===== src/rtl/multi_dir_tlc_if.sv =====
// Signal bundle between the intersection sequencer and its environment.
// With EMERGENCY_PREEMPT_EN defined the bundle also carries emg/emg_dir.
interface multi_dir_tlc_if #(
  parameter int N_DIR = 2
) ();
  localparam int DIR_W = (N_DIR > 1) ? $clog2(N_DIR) : 1;

  logic [N_DIR-1:0]   req;
  logic [3*N_DIR-1:0] lights;
  logic [DIR_W-1:0]   active_dir;
  logic [1:0]         phase;
`ifdef EMERGENCY_PREEMPT_EN
  logic               emg;
  logic [DIR_W-1:0]   emg_dir;

  modport master (output req, output emg, output emg_dir,
                  input lights, input active_dir, input phase);
  modport slave  (input req, input emg, input emg_dir,
                  output lights, output active_dir, output phase);
`else
  modport master (output req, input lights, input active_dir, input phase);
  modport slave  (input req, output lights, output active_dir, output phase);
`endif
endinterface


===== src/rtl/multi_dir_tlc.sv =====
// N-direction actuated traffic-light sequencer: latched requests served round-robin through
// GREEN -> YELLOW -> ALL_RED. Optional emergency preemption is enabled by EMERGENCY_PREEMPT_EN.
module multi_dir_tlc #(
  parameter int N_DIR     = 2,
  parameter int CNT_W     = 8,
  parameter int GREEN_MIN = 3,
  parameter int GREEN_MAX = 16,
  parameter int YELLOW_T  = 2,
  parameter int ALL_RED_T = 1
) (
  input  logic           clk,
  input  logic           rst,
  multi_dir_tlc_if.slave bus
);
  localparam int DIR_W = $clog2(N_DIR);

  localparam logic [CNT_W-1:0] AR_LAST     = CNT_W'(ALL_RED_T - 1);
  localparam logic [CNT_W-1:0] YEL_LAST    = CNT_W'(YELLOW_T - 1);
  localparam logic [CNT_W-1:0] GMIN_LAST   = CNT_W'(GREEN_MIN - 1);
  localparam logic [CNT_W-1:0] GMAX_LAST   = CNT_W'(GREEN_MAX - 1);
  localparam logic [DIR_W-1:0] LAST_DIR    = DIR_W'(N_DIR - 1);

  typedef enum logic [1:0] {
    ST_ALL_RED = 2'b00,
    ST_GREEN   = 2'b01,
    ST_YELLOW  = 2'b10
  } state_t;

  state_t           state_q, state_d;
  logic [CNT_W-1:0] timer_q, timer_d;
  logic [N_DIR-1:0] pending_q, pending_d;
  logic [DIR_W-1:0] cur_q, cur_d;

  logic [N_DIR-1:0] cur_onehot;
  logic [N_DIR-1:0] green_mask;
  logic [DIR_W-1:0] rr_dir;
  logic [DIR_W-1:0] serve_dir;
  logic             other_pending;
  logic             req_cur;
  logic             min_done;
  logic             max_done;
  logic             green_exit;
  logic             leave_green;

  function automatic logic [DIR_W-1:0] rr_idx(input logic [DIR_W-1:0] base, input int k);
    int s;
    s = int'(base) + k;
    if (s >= N_DIR) s = s - N_DIR;
    return DIR_W'(s);
  endfunction

  for (genvar gi = 0; gi < N_DIR; gi++) begin : g_onehot
    assign cur_onehot[gi] = (cur_q == DIR_W'(gi));
  end

  assign green_mask = (state_q == ST_GREEN) ? cur_onehot : '0;

  // Scan from the farthest candidate back to cur+1 so the nearest pending one wins;
  // with nothing pending the default simply advances to cur+1.
  always_comb begin
    rr_dir = rr_idx(cur_q, 1);
    for (int k = N_DIR; k >= 1; k--) begin
      if (pending_q[rr_idx(cur_q, k)]) rr_dir = rr_idx(cur_q, k);
    end
  end

  assign other_pending = |(pending_q & ~cur_onehot);
  assign req_cur       = |(bus.req & cur_onehot);
  assign min_done      = (timer_q >= GMIN_LAST);
  assign max_done      = (timer_q == GMAX_LAST);
  assign green_exit    = min_done && other_pending && (!req_cur || max_done);

`ifdef EMERGENCY_PREEMPT_EN
  logic emg_valid;
  logic emg_on_cur;

  assign emg_valid   = bus.emg && (int'(bus.emg_dir) < N_DIR);
  assign emg_on_cur  = emg_valid && (bus.emg_dir == cur_q);
  assign serve_dir   = emg_valid ? bus.emg_dir : rr_dir;
  assign leave_green = emg_valid ? !emg_on_cur : green_exit;
`else
  assign serve_dir   = rr_dir;
  assign leave_green = green_exit;
`endif

  always_comb begin
    state_d   = state_q;
    timer_d   = timer_q + 1'b1;
    cur_d     = cur_q;
    pending_d = pending_q | (bus.req & ~green_mask);
    case (state_q)
      ST_ALL_RED: begin
        if (timer_q == AR_LAST) begin
          state_d              = ST_GREEN;
          timer_d              = '0;
          cur_d                = serve_dir;
          pending_d[serve_dir] = 1'b0;
        end
      end
      ST_GREEN: begin
        // Saturating here lets an uncontested green hold forever.
        if (max_done) timer_d = timer_q;
        if (leave_green) begin
          state_d = ST_YELLOW;
          timer_d = '0;
        end
      end
      ST_YELLOW: begin
        if (timer_q == YEL_LAST) begin
          state_d = ST_ALL_RED;
          timer_d = '0;
        end
      end
      default: begin
        state_d = ST_ALL_RED;
        timer_d = '0;
      end
    endcase
  end

  always_ff @(posedge clk) begin
    if (rst) begin
      state_q   <= ST_ALL_RED;
      timer_q   <= '0;
      pending_q <= '0;
      cur_q     <= LAST_DIR;
    end else begin
      state_q   <= state_d;
      timer_q   <= timer_d;
      pending_q <= pending_d;
      cur_q     <= cur_d;
    end
  end

  for (genvar gi = 0; gi < N_DIR; gi++) begin : g_lamp
    logic [2:0] lamp;
    assign lamp = !cur_onehot[gi]         ? 3'b100 :
                  (state_q == ST_GREEN)   ? 3'b001 :
                  (state_q == ST_YELLOW)  ? 3'b010 : 3'b100;
    assign bus.lights[3*gi +: 3] = lamp;
  end

  assign bus.phase      = state_q;
  assign bus.active_dir = cur_q;
endmodule


===== src/flat_wrapper.sv =====
// flat-port wrapper written by rule: the top's interface ports become plain ports
module multi_dir_tlc_flat 
#(
  parameter int N_DIR     = 2,
  parameter int CNT_W     = 8,
  parameter int GREEN_MIN = 3,
  parameter int GREEN_MAX = 16,
  parameter int YELLOW_T  = 2,
  parameter int ALL_RED_T = 1
)
  (clk, rst, bus_req, bus_lights, bus_active_dir, bus_phase);
  multi_dir_tlc_if #(.N_DIR(N_DIR)) bus_i ();
  input  logic clk;
  input  logic rst;
  input wire logic [$bits(bus_i.req)-1:0] bus_req;
  output wire logic [$bits(bus_i.lights)-1:0] bus_lights;
  output wire logic [$bits(bus_i.active_dir)-1:0] bus_active_dir;
  output wire logic [$bits(bus_i.phase)-1:0] bus_phase;
  assign bus_i.req = bus_req;
  assign bus_lights = bus_i.lights;
  assign bus_active_dir = bus_i.active_dir;
  assign bus_phase = bus_i.phase;
  multi_dir_tlc #(.N_DIR(N_DIR), .CNT_W(CNT_W), .GREEN_MIN(GREEN_MIN), .GREEN_MAX(GREEN_MAX), .YELLOW_T(YELLOW_T), .ALL_RED_T(ALL_RED_T)) u_core (.clk(clk), .rst(rst), .bus(bus_i));
endmodule

===== config.mk =====
export PLATFORM = sky130hd
export DESIGN_NAME = multi_dir_tlc_flat
export DESIGN_NICKNAME = d
export VERILOG_FILES = /design/src/rtl/multi_dir_tlc_if.sv /design/src/rtl/multi_dir_tlc.sv /design/src/flat_wrapper.sv
export SDC_FILE = /design/constraint.sdc
export NUM_CORES = 1
export LEC_CHECK = 0
export ABC_AREA = 1
export CORE_UTILIZATION = 40
export DETAILED_ROUTE_END_ITERATION = 12
export PLACE_DENSITY = 0.61
export SYNTH_ARGS = -nofsm -noshare
export SYNTH_HDL_FRONTEND = slang
export SYNTH_SLANG_ARGS = --single-unit
export TNS_END_PERCENT = 100

===== constraint.sdc =====
create_clock -name clk -period 1.7 [get_ports clk]
set_input_delay 0.34 -clock clk [delete_from_list [all_inputs] [get_ports clk]]
set_output_delay 0.34 -clock clk [all_outputs]
set_load 0.005 [all_outputs]

### After elaboration in Yosys (flattened, before gate mapping)

Cells that the tools add are included.

| storage, ports and cells | value |
|---|---|
| bits of input ports | 4 |
| output and inout bits | 9 |
| logic and storage cells | 70 |
| register bits | 13 |

| operators by class | value |
|---|---|
| muxes and demuxes | 26 |
| bitwise operators | 9 |
| order comparisons | 7 |
| equality and inequality tests | 8 |
| reduce and logical (&&, ||, !) cells | 11 |
| add/subtract/negate cells | 5 |

Operator list:

| operator | count |
|---|---|
| $mux W8 | 4 |
| $pmux W8 S3 | 1 |
| $mux W2 | 6 |
| $mux W3 | 4 |
| $mux W1 | 9 |
| $add A8 B1 Y8 const B | 1 |
| $and A2 B2 Y2 | 4 |
| $eq A8 B1 Y1 const B | 1 |
| $eq A8 B4 Y1 const B | 1 |
| $ge A8 B2 Y1 const B | 1 |
| $logic_not A8 Y1 | 1 |
| $lt A1 B2 Y1 const B | 3 |
| $ne A2 B1 Y1 const B | 3 |
| $not A2 Y2 | 3 |
| $pmux W2 S3 | 1 |
| $reduce_or A2 Y1 | 2 |
| $add A1 B2 Y3 const B | 1 |
| $ge A3 B2 Y1 const B | 1 |
| $logic_and A1 B1 Y1 | 3 |
| $ne A3 B3 Y1 const B | 1 |
| $reduce_and A3 Y1 | 1 |
| $add A1 B1 Y2 const B | 1 |
| $eq A2 B1 Y1 const B | 1 |
| $eq A2 B2 Y1 const B | 1 |
| 10 further kinds | 11 |

### Longest topological paths before layout

| depth | value |
|---|---|
| depth after elaboration | 15 |
| gate-level depth with buffers | 13 |
| mapped depth without buffers | 13 |

### Least setup slack after synthesis

Ideal clock, no wire load.

| path | value |
|---|---|
| kind | register to register |
| from | register u_core.timer_q[1] |
| to | register u_core.timer_q[7] |
| arrival | 1.329 ns |
| buffers on the path | 0 |
| period minus slack after synthesis | 1.449 ns |
| data required time | 1.580 ns |
| cell stages (with the launch flop) | 11 |
| slack | 0.251 ns |
| library setup time | 0.120 ns |
| cell sequence | dfxtp_1 > ha_1 > nand3_2 > o21ai_2 > nand2_4 > nand2_4 > nand2_4 > nand2_4 > nand2_4 > nand2_8 > nor2_4 |

| on the way | value |
|---|---|
| word-level cells in the longest chain between the ends | 5 |
| elaborated cells between the ends (all ways) | 14 |
| those cells by class | add/sub (1); order compare (1); eq/ne (3); mux (5); reduce/logical (4) |

RTL lines:

| item | line | source |
|---|---|---|
| from (decl) | multi_dir_tlc.sv:30 | `logic [CNT_W-1:0] timer_q, timer_d;` |
| from (signal assigned) | multi_dir_tlc.sv:129 | `timer_q <= timer_d;` |
| $ge A8 B2 Y1 / $eq A8 B4 Y1 (equally long branches) | multi_dir_tlc.sv:69, multi_dir_tlc.sv:70 |  |
| $logic_and A1 B1 Y1 / $logic_or A1 B1 Y1 (equally long branches) | multi_dir_tlc.sv:71 | `assign green_exit = min_done && other_pending && (!req_cur \|\| max_done);` |
| $logic_and A1 B1 Y1 | multi_dir_tlc.sv:71 |  |
| $mux W8 | multi_dir_tlc.sv:103 | `if (leave_green) begin` |
| $pmux W8 S3 | multi_dir_tlc.sv:91 | `case (state_q)` |

Several ways; a longest one is shown, not always the timed one. The select of a mux whose other input is x is not followed.
A chain may end at the register's enable or synchronous reset.

### Worst setup path in the final report

| path | value |
|---|---|
| from | register u_core.state_q[0] (netlist: u_core.bus.phase[0]) |
| to | output bus_lights[5] |

| on the way | value |
|---|---|
| word-level cells in the longest chain between the ends | 4 |
| elaborated cells between the ends (all ways) | 5 |
| those cells by class | eq/ne (2); mux (3) |

RTL lines:

| item | line | source |
|---|---|---|
| from (decl) | multi_dir_tlc.sv:29 | `state_t state_q, state_d;` |
| from (signal assigned) | multi_dir_tlc.sv:128 | `state_q <= state_d;` |
| $eq A2 B2 Y1 | multi_dir_tlc.sv:139 | `(state_q == ST_YELLOW) ? 3'b010 : 3'b100;` |
| $mux W3 | multi_dir_tlc.sv:139 |  |
| $mux W3 (*) | multi_dir_tlc.sv:138 | `(state_q == ST_GREEN) ? 3'b001 :` |
| $mux W3 (*) | multi_dir_tlc.sv:137 | `assign lamp = !cur_onehot[gi] ? 3'b100 :` |
| to (decl) | flat_wrapper.sv:16 | `output wire logic [$bits(bus_i.lights)-1:0] bus_lights;` |

Every way passes the cells marked *; elsewhere a longest branch is shown, timed or not.

==> reports/metrics.cfg <==
[power]
p_int_mw = 0.966
p_comb_share_pct = 61.1
leakage_nw = 0.576
ir_worst_vdd_mv = 0.700
p_clk_share_pct = 12.0
switchingPower_mw = 0.708
seq_power_share_pct = 26.9
switching_share_pct = 42.3
powerDensity_nw_per_um2 = 1340
power.total_mw = 1.67

[cells_and_area]
syn2layout_area_growth_pct = 32.3
final_cell_mix = 28 x nand2_1, 18 x inv_1, 10 x buf_4, 9 x nor2_1, 9 x nor2_2
n_antenna_cell = 0
layout_commonest_cell = nand2_1
drive_gt1_share_pct = 33.3
fin_cells = 178
final_nets = 163

[clock_tree]
cts_buffers = 3
cts_max_level = 1
cts_tree = done
ctsHoldBuffers = 0
cts_buffer_depth = 2
cts_sinks = 13
insertion_delay_ns = 0.28
root_buffer = clkbuf_4
cts.clk_slew.worst_paths_ns = 0.09

[routing]
num_vias = 812
wirelength_um = 1790
remaining_drc_errors = 0
dr.first_iter.drc_count = 12
antenna_left = 0
via_per_inst = 4.56
wire_per_inst_um = 10.0
firstDrtPassIters = 4

[placement]
io_buffers = 12
place_hpwl_um = 1340
dp.cells = 169
gp_congestion = 0.783

[floorplan]
core_sq_um = 2210
die_y_um = 50.5
io_pins = 13
die_x_um = 50.5
placement_rows = 17
dieArea_sq_um = 2550
start_util_pct = 42.5

[flow_run]
maxCapViolCount = 0

[yosys]
ys_seq_area_share_pct = 27.7
netlist-cell-type-count = 25
syn_inst = 125
syn_nets = 137
synth_area_sq_um = 941
yosysWarnings = 0
synth-seq-cells = 13
syn_area_per_cell_sq_um = 7.53

[timing]
skew_ns = 0.00463
slew_viol_final = 0
post-route-period-util_pct = 95.6
slew_headroom_pct = 82.5
setup_viol = 0
hold_viol = 0
fmax_mhz = 616
worstMarginPinSlew_ns = 0.262
finalCriticalPeriod_ns = 1.62

[worst_setup_path]
crit_arrival_ns = 1.28
cp_max_fo = 3
r2r_start = u_core.timer_q[1]$_SDFFE_PP0P_
crit_path_end_kind = primary output
required_ns = 1.36
cp-start-kind = flip-flop
crit_path_start = u_core.bus.phase[0]$_SDFFE_PP0P_
path_class = flip-flop to primary output

[min_path]
hold_start = u_core.pending_q[0]$_SDFF_PP0_
hold_class = flip-flop to flip-flop

[global_route]
grt_pass1_vias = 757
grt_pass1_wl_um = 3130
grt_overflow = 0
grt_antenna_before_repair = 0
grtUsageTotal_pct = 16.4
grt_max_degree = 10

[status]
outcome = finished, final reports clean

==> power by group through the flow <==
stage	logic [mW]	registers (mW)	clock network, mW
6_report	1.02	0.450	0.201
2_1_floorplan	0.648	0.424	0
3_5_place_dp	0.902	0.437	0
4_1_cts	0.916	0.439	0.209
5_1_grt	1.15	0.468	0.217
3_3_place_gp	0.899	0.431	0
==> synth_stat cells, drive strengths merged <==
library cell	n	area share (%)
nand2	35	20
inv	21	8.4
nor2	21	13
dfxtp	13	28
ha	8	11
a21oi	5	2.7
nand3	5	4.5
xor2	5	4.7
o21ai	4	2.5
nand4	2	1.3
a221oi	1	0.93
and2	1	0.93
buf	1	1.2
nor3	1	0.53
o211ai	1	0.80
or2	1	0.67
==> worst max-delay path, stage by stage, from the launching register on <==
cell and delay, ns:
dfxtp_4 0.37, inv_2 0.06, ha_4 0.26, nand2_1 0.04, dlygate4sd2_1 0.26
==> what timing repair did <==
item / CTS / global route
hold endpoints to repair: 0 / 0
endpoints found under the setup margin: 6 / 9
setup buffers: 2 / 3
pin swaps: 1 / 5
resized for setup: 14 / 11
==> worst paths after layout <==
check	end	slack (ns)	cells past startpoint
max	bus_lights[5]	0.08	4
min	u_core.pending_q[0]$_SDFF_PP0_	0.50	2
max reg2reg	u_core.timer_q[0]$_SDFFE_PP0P_	0.16	13
min reg2reg	u_core.pending_q[0]$_SDFF_PP0_	0.50	2
==> registers in the layout, summed over array words and instances (netlist names) <==
name / flops
u_core.bus.active_dir: 1
u_core.bus.phase: 2
u_core.pending_q: 2
u_core.timer_q: 8
==> per-stage QoR <==
step / hold slack (ns) / utilization (%) / setup WS (ns) / cell area (sq um) / TNS (ns)
floorplan: 0.409 / - / 0.251 / 941 / 0
global placement: 0.475 / 50.7 / 0.0831 / 1120 / 0
detailed placement: 0.483 / 50.7 / 0.0518 / 1120 / 0
CTS: 0.504 / 53.5 / 0.0274 / 1180 / 0
global route: 0.538 / 56.3 / -0.00199 / 1240 / -0.00199
finish: 0.500 / 56.3 / 0.0756 / 1240 / 0
==> cell type report <==
type / instances / area, sq um
well taps: 28 / 35.0
clock buffers: 4 / 26.3
inverters: 21 / 78.8
repair buffers: 22 / 188
fillers: 202 / 967
multi-input cells: 90 / 643
flip-flops and latches: 13 / 274
==> metal layers <==
| metal | GRT usage [%] | part of all wire [%] | vias up |
|---|---|---|---|
| met3 | 2.73 | 2.7 | 5 |
| met4 | 6.94 | 2.1 | 0 |
| met5 | 0 | 0 | - |
| met2 | 28.0 | 47 | 13 |
| met1 | 20.0 | 48 | 359 |
| li1 | - | - | 435 |
==> cells by family (layout without fill, tap and decap cells) <==
| family | count (synthesis) | in the layout | synth area share, % |
|---|---|---|---|
| adder cells (fa/ha/maj) | 8 | 8 | 10.6 |
| AND/OR/NAND/NOR | 66 | 66 | 40.6 |
| XOR/XNOR | 5 | 5 | 4.65 |
| buffers and inverters | 22 | 47 | 9.57 |
| flip-flops | 13 | 13 | 27.7 |
| AO/OA/AOI/OAI | 11 | 11 | 6.91 |
(Power assumes the default switching activity.)
